## src/rtl/uart_cmd_bridge.sv

```systemverilog
`default_nettype none
// ============================================================================
// Module   : uart_cmd_bridge
// Brief    : Stages UART command/page bytes into shared RAM, kicks the NAND
//            controller, then streams readback data and a status byte.
// Revision : 1.0  initial release
// ============================================================================
module uart_cmd_bridge #(
  parameter int CMD_SIZE   = 7,
  parameter int DATA_BASE  = 8,
  parameter int PAGE_BYTES = 2112,
  parameter int TIMEOUT    = 1000000
) (
  input  logic        clk,
  input  logic        rst,
  input  logic [7:0]  rx_data,
  input  logic        rx_valid,
  output logic [7:0]  tx_data,
  output logic        tx_start,
  input  logic        tx_busy,
  output logic [11:0] ram_addr,
  output logic [7:0]  ram_wdata,
  output logic        ram_we,
  output logic        ram_re,
  input  logic [7:0]  ram_rdata,
  output logic        ram_own,
  output logic        ready,
  input  logic        comm_done,
  output logic        busy
);

  localparam logic [7:0]  c_OP_PROG   = 8'h50;
  localparam logic [7:0]  c_OP_READ   = 8'h52;
  localparam logic [7:0]  c_OP_ERASE  = 8'h45;
  localparam logic [7:0]  c_RSP_ACK   = 8'h4B;
  localparam logic [7:0]  c_RSP_ERR   = 8'h3F;
  localparam logic [11:0] c_CMD_LAST  = 12'(CMD_SIZE - 1);
  localparam logic [11:0] c_DATA_BASE = 12'(DATA_BASE);
  localparam logic [11:0] c_DATA_LAST = 12'(DATA_BASE + PAGE_BYTES - 1);
  localparam logic [11:0] c_PAGE_LAST = 12'(PAGE_BYTES - 1);
  localparam logic [23:0] c_TMO_LAST  = 24'(TIMEOUT - 1);

  typedef enum logic [3:0] {
    S_IDLE, S_CMD_RX, S_DATA_RX, S_START, S_WAIT_DONE, S_TX_RD,
    S_TX_LATCH, S_TX_SEND, S_TX_WAIT, S_ACK_SEND, S_ACK_WAIT
  } state_t;

  state_t      r_state, w_next;
  logic [11:0] r_waddr, r_ram_addr, r_cnt;
  logic [7:0]  r_wdata, r_op, r_tx_data;
  logic        r_we;
  logic [23:0] r_tmo;

  logic        w_accept, w_rx_state, w_tmo_hit, w_wr_cmd_last, w_wr_data_last;
  logic        w_tx_load, w_cnt_clr, w_cnt_inc, w_waddr_base;
  logic [7:0]  w_tx_val;

  assign w_rx_state     = (r_state == S_CMD_RX) || (r_state == S_DATA_RX);
  assign w_accept       = rx_valid && ((r_state == S_IDLE) || w_rx_state);
  assign w_tmo_hit      = (r_tmo == c_TMO_LAST) && !rx_valid;
  assign w_wr_cmd_last  = r_we && (r_ram_addr == c_CMD_LAST);
  assign w_wr_data_last = r_we && (r_ram_addr == c_DATA_LAST);

  always_ff @(posedge clk or negedge rst) begin
    if (!rst) r_state <= S_IDLE;
    else      r_state <= w_next;
  end

  always_comb begin
    w_next       = r_state;
    w_tx_load    = 1'b0;
    w_tx_val     = c_RSP_ERR;
    w_cnt_clr    = 1'b0;
    w_cnt_inc    = 1'b0;
    w_waddr_base = 1'b0;
    tx_start     = 1'b0;
    case (r_state)
      S_IDLE: if (rx_valid) w_next = S_CMD_RX;
      // Opcode is judged in the cycle the last command byte is written.
      S_CMD_RX: begin
        if (w_wr_cmd_last) begin
          if (r_op == c_OP_PROG) begin
            w_next       = S_DATA_RX;
            w_waddr_base = 1'b1;
          end else if ((r_op == c_OP_READ) || (r_op == c_OP_ERASE)) begin
            w_next = S_START;
          end else begin
            w_next    = S_ACK_SEND;
            w_tx_load = 1'b1;
          end
        end else if (w_tmo_hit) begin
          w_next    = S_ACK_SEND;
          w_tx_load = 1'b1;
        end
      end
      S_DATA_RX: begin
        if (w_wr_data_last) begin
          w_next = S_START;
        end else if (w_tmo_hit) begin
          w_next    = S_ACK_SEND;
          w_tx_load = 1'b1;
        end
      end
      S_START: w_next = S_WAIT_DONE;
      S_WAIT_DONE: begin
        if (comm_done) begin
          if (r_op == c_OP_READ) begin
            w_next    = S_TX_RD;
            w_cnt_clr = 1'b1;
          end else begin
            w_next    = S_ACK_SEND;
            w_tx_load = 1'b1;
            w_tx_val  = c_RSP_ACK;
          end
        end
      end
      S_TX_RD:    w_next = S_TX_LATCH;
      S_TX_LATCH: w_next = S_TX_SEND;
      S_TX_SEND: begin
        if (!tx_busy) begin
          tx_start = 1'b1;
          w_next   = S_TX_WAIT;
        end
      end
      S_TX_WAIT: begin
        if (!tx_busy) begin
          w_cnt_inc = 1'b1;
          if (r_cnt == c_PAGE_LAST) begin
            w_next    = S_ACK_SEND;
            w_tx_load = 1'b1;
            w_tx_val  = c_RSP_ACK;
          end else begin
            w_next = S_TX_RD;
          end
        end
      end
      S_ACK_SEND: begin
        if (!tx_busy) begin
          tx_start = 1'b1;
          w_next   = S_ACK_WAIT;
        end
      end
      S_ACK_WAIT: if (!tx_busy) w_next = S_IDLE;
      default:    w_next = S_IDLE;
    endcase
  end

  always_ff @(posedge clk or negedge rst) begin
    if (!rst) begin
      r_waddr    <= '0;
      r_ram_addr <= '0;
      r_wdata    <= '0;
      r_we       <= 1'b0;
      r_op       <= '0;
      r_tmo      <= '0;
      r_cnt      <= '0;
      r_tx_data  <= '0;
    end else begin
      r_we <= w_accept;
      if (w_accept) begin
        r_ram_addr <= r_waddr;
        r_wdata    <= rx_data;
        r_waddr    <= r_waddr + 12'd1;
      end else if (w_waddr_base) begin
        r_waddr <= c_DATA_BASE;
      end else if (w_next == S_IDLE) begin
        r_waddr <= '0;
      end
      if (w_accept && (r_state == S_IDLE)) r_op <= rx_data;
      // Loaded with 1 so the count equals cycles elapsed since the last byte.
      if (w_accept)        r_tmo <= 24'd1;
      else if (w_rx_state) r_tmo <= r_tmo + 24'd1;
      else                 r_tmo <= '0;
      if (w_cnt_clr || (w_next == S_IDLE)) r_cnt <= '0;
      else if (w_cnt_inc)                  r_cnt <= r_cnt + 12'd1;
      if (w_tx_load)                    r_tx_data <= w_tx_val;
      else if (r_state == S_TX_LATCH)   r_tx_data <= ram_rdata;
    end
  end

  assign tx_data   = r_tx_data;
  assign ram_addr  = (r_state == S_TX_RD) ? (c_DATA_BASE + r_cnt) : r_ram_addr;
  assign ram_wdata = r_wdata;
  assign ram_we    = r_we;
  assign ram_re    = (r_state == S_TX_RD);
  assign ram_own   = (r_state != S_START) && (r_state != S_WAIT_DONE);
  assign ready     = (r_state == S_START);
  assign busy      = (r_state != S_IDLE);

endmodule
`default_nettype wire
```

## config.mk

```make
export PLATFORM = sky130hd
export DESIGN_NAME = uart_cmd_bridge
export DESIGN_NICKNAME = d
export VERILOG_FILES = /design/src/rtl/uart_cmd_bridge.sv
export SDC_FILE = /design/constraint.sdc
export NUM_CORES = 1
export LEC_CHECK = 0
export BUFFER_PORTS_ARGS = -buffer_cell sky130_fd_sc_hd__buf_2
export CAP_MARGIN = 20
export CORE_AREA = 5 5 104 106
export DETAILED_ROUTE_END_ITERATION = 6
export DIE_AREA = 0 0 109 111
export PLACE_DENSITY = 0.77
export SLEW_MARGIN = 10
export SYNTH_ARGS = -nofsm -noshare
export SYNTH_HDL_FRONTEND = slang
export SYNTH_SLANG_ARGS = --single-unit
```

## constraint.sdc

```tcl
create_clock -name clk -period 2.4 [get_ports clk]
set_input_delay 0.12 -clock clk [delete_from_list [all_inputs] [get_ports clk]]
set_output_delay 0.12 -clock clk [all_outputs]
set_load 0.02 [all_outputs]
```

==> results_dict.tcl <==
set metrics [dict create \
    synth_fp_nets 534 \
    timing.fmax_mhz 423 \
    wl_per_cell_microns 15.4 \
    cts_tree "done" \
    yosysWarningCount 0 \
    fp.dieArea_sq_um 12100 \
    cpLargestDelayFamily "simple AND/OR/NAND/NOR gates" \
    finalSetupViolCount 0 \
    vias 4186 \
    power.density_nw_per_um2 931 \
    slew_viol_final 0 \
    multiInputGateArea_sq_um 2540 \
    grt_overflow_total 0 \
    synthTopCellsByArea "dfrtp_1 47%, nand2_1 6.9%, nor2_1 4.6%, xor2_1 3.7%, xnor2_1 3.5%" \
    cp_num_buf_inv 3 \
    portBuffers 54 \
    post-route-min-period_ns 2.37 \
    setup_tns_ns 0 \
    final_util_pct 62.0 \
    ys_types 51 \
    nets 648 \
    seq_area_frac_synth_pct 47.1 \
    die_w_microns 109 \
    fillers 763 \
    endpoint_kind "flip-flop" \
    antenna_cells 0 \
    worstSetupStartpointType "flip-flop" \
    synthArstFlopShare_pct 100 \
    worstSetupPathType "reg -> reg" \
    die_h_microns 111 \
    first_global_vias 4117 \
    drtPass1Iterations 4 \
    crit_path_max_incr_delay_ns 0.40 \
    drc 0 \
    place_inst 724 \
    slowest_stage "dfrtp_1" \
    synth-seq-cells 89 \
    ant_nets 0 \
    yosys_most_used_dff "dfrtp_1" \
    clk_latency_ns 0.36 \
    cp_max_fo 6 \
    grt_pass1_wl_mm 19.2 \
    area_growth_pct 26.8 \
    final_common_cell "dfrtp_1" \
    rsz0062_at_grt "yes" \
    syn_area_sq_um 4730 \
    hpwl_mm 8.08 \
    synthCells 509 \
    htree_levels 3 \
    clkSinkCount 89 \
    seq_area_sq_um 2230 \
    critPathArrivalTime_ns 2.62 \
    leakage_nw 2.73 \
    initial_core_util_pct 48.9 \
    drive_gt1_share_pct 27.9 \
    instances_no_fill 761 \
    grt_use_total_pct 19.3 \
    routed_via_density 5.50 \
    gp_congestion 0.872 \
    cts.path.max_buffers 2 \
    design.core.area_sq_um 9680 \
    yosysTopAreaCellShare_pct 47.1 \
    ios 55 \
    tightestPinTransition_ns 0.608 \
    clockRootBuffer "clkbuf_8" \
    cts_buffers 9 \
    critPathRequiredTime_ns 2.65 \
    min_period_over_period_pct 98.6 \
    worstPathCellList "nor4bb_1 > nand4b_1 > buf_4 > o31ai_4 > nand4b_1 > nor4_4 > buf_4 > buf_6 > nor3_1" \
    avgSynthCellArea_sq_um 9.30 \
    synth_edf_count 0 \
    outcome "complete, no violations" \
    irDropWorstVdd_mv 0.603 \
    slew_headroom_pct 59.5 \
    wirelength_mm 11.7 \
    drt_iter0_drc 147 \
    skew_ns 0.0139 \
    finalPower_mw 5.59 \
    hold_path.class "in -> reg" \
    final_cell_mix "88 x dfrtp_1, 87 x nand2_1, 57 x nor2_1" \
    final-hold-violation-count 0 \
    clkSlewWorstSetupHoldPaths_ns 0.09 \
    cap_violations 0 \
    synth_top_area_cell "dfrtp_1" \
    rows 36 \
    grt_max_degree 47 \
    antenna_found_initial 0 \
]
## power breakdown
part | leakage, nW | switching (mW) | internal (mW) | total (mW)
logic | 1.47 | 1.47 | 1.04 | 2.51
clock network | 0.0888 | 0.534 | 0.511 | 1.04
registers | 1.17 | 0.233 | 1.80 | 2.03
total | 2.73 | 2.24 | 3.35 | 5.59
## synth_stat cells (3+ instances only)
library cell and number:
o22ai_1 3, xnor2_1 19, ha_1 4, nor3_1 23
o21a_1 3, and4_1 3, nand3_1 25, nor2b_1 5
a21o_1 3, or4b_2 3, o21ai_0 15, a21oi_1 18
o21ai_2 7, inv_1 5, and3_1 12, or3_1 4
nand2b_1 9, and2_1 5, nor4bb_1 3, mux2_2 12
clkbuf_1 15, nand4_1 10, nor2_1 58, dfrtp_1 89
mux2i_1 12, xor2_1 20, nor4_1 4, nand2_1 87
## final cells by class
| class | instances | share of cell area, % |
|---|---|---|
| multi-input combinational | 396 | 42.3 |
| inverter | 5 | 0.313 |
| tap | 133 | 2.77 |
| clock buffer | 12 | 2.42 |
| sequential | 89 | 37.1 |
| clock inverter | 4 | 0.876 |
| timing repair buffer | 122 | 14.2 |
## kinds of logic (layout without fill, tap and decap cells)
group	after synthesis	in the layout	synth area share (%)
AO/OA/AOI/OAI	61	61	8.44
XOR/XNOR	39	39	7.22
adder cells (fa/ha/maj)	4	4	1.06
buffers and inverters	24	143	2.22
flip-flops	89	89	47.1
multiplexers	24	24	5.39
AND/OR/NAND/NOR	268	268	28.6
## worst paths after layout
check / from / depth (start not counted) / to / slack, ns
setup / recovery: r_ram_addr[4]$_DFFE_PN0P_ / 9 / r_cnt[9]$_DFFE_PN0P_ / 0.03
hold / removal: ram_rdata[3] / 3 / tx_data[3]$_DFFE_PN0P_ / 0.003
setup reg to reg: r_ram_addr[4]$_DFFE_PN0P_ / 9 / r_cnt[9]$_DFFE_PN0P_ / 0.03
hold reg to reg: ram_wdata[2]$_DFFE_PN0P_ / 2 / ram_wdata[2]$_DFFE_PN0P_ / 0.48
max in group asynchronous: rst / 3 / r_tmo[21]$_DFF_PN0_ / 1.44
min in group asynchronous: rst / 2 / r_waddr[9]$_DFFE_PN0P_ / 0.30
## tightest hold or removal path, delay by kind of cell
family	cells	cell delay (ns)
multiplexers	1	0.06
buffers and inverters	1	0.07
AND/OR/NAND/NOR	1	0.07
## metal layers
| layer | wire (microns) | up-vias | track usage [%] |
|---|---|---|---|
| li1 | - | 2011 | - |
| met1 | 5120 | 2048 | 25.7 |
| met2 | 5910 | 101 | 31.9 |
| met3 | 416 | 26 | 2.27 |
| met4 | 255 | 0 | 7.32 |
| met5 | 0 | - | 0 |
## through the flow
stage	setup WS, ns	area, sq um	hold WS, ns
after global routing	-0.108	6000	0.0413
after global placement	0.0553	5480	0.167
after floorplan	0.0684	4740	-0.176
after CTS	-0.0387	5850	0.00273
after detailed placement	-0.0376	5480	0.169
final	0.0332	6000	0.00275
## registers in the layout (all words and copies together) (netlist names)
signal and count:
ram_we 1, r_waddr 12, ram_wdata 8, r_tmo 24, r_state 4, r_op 8
r_ram_addr 12, r_cnt 12, tx_data 8
## what timing repair did
item | CTS | global route
buffers inserted | 3 | 5
endpoints found under the setup margin | 23 | 26
resized for setup | 7 | 24
endpoints found under the hold margin | 55 | 0
hold buffers | 11 | 0
pin swaps | 4 | 8
cloned | 1 | 2
(Power assumes the default switching activity.)
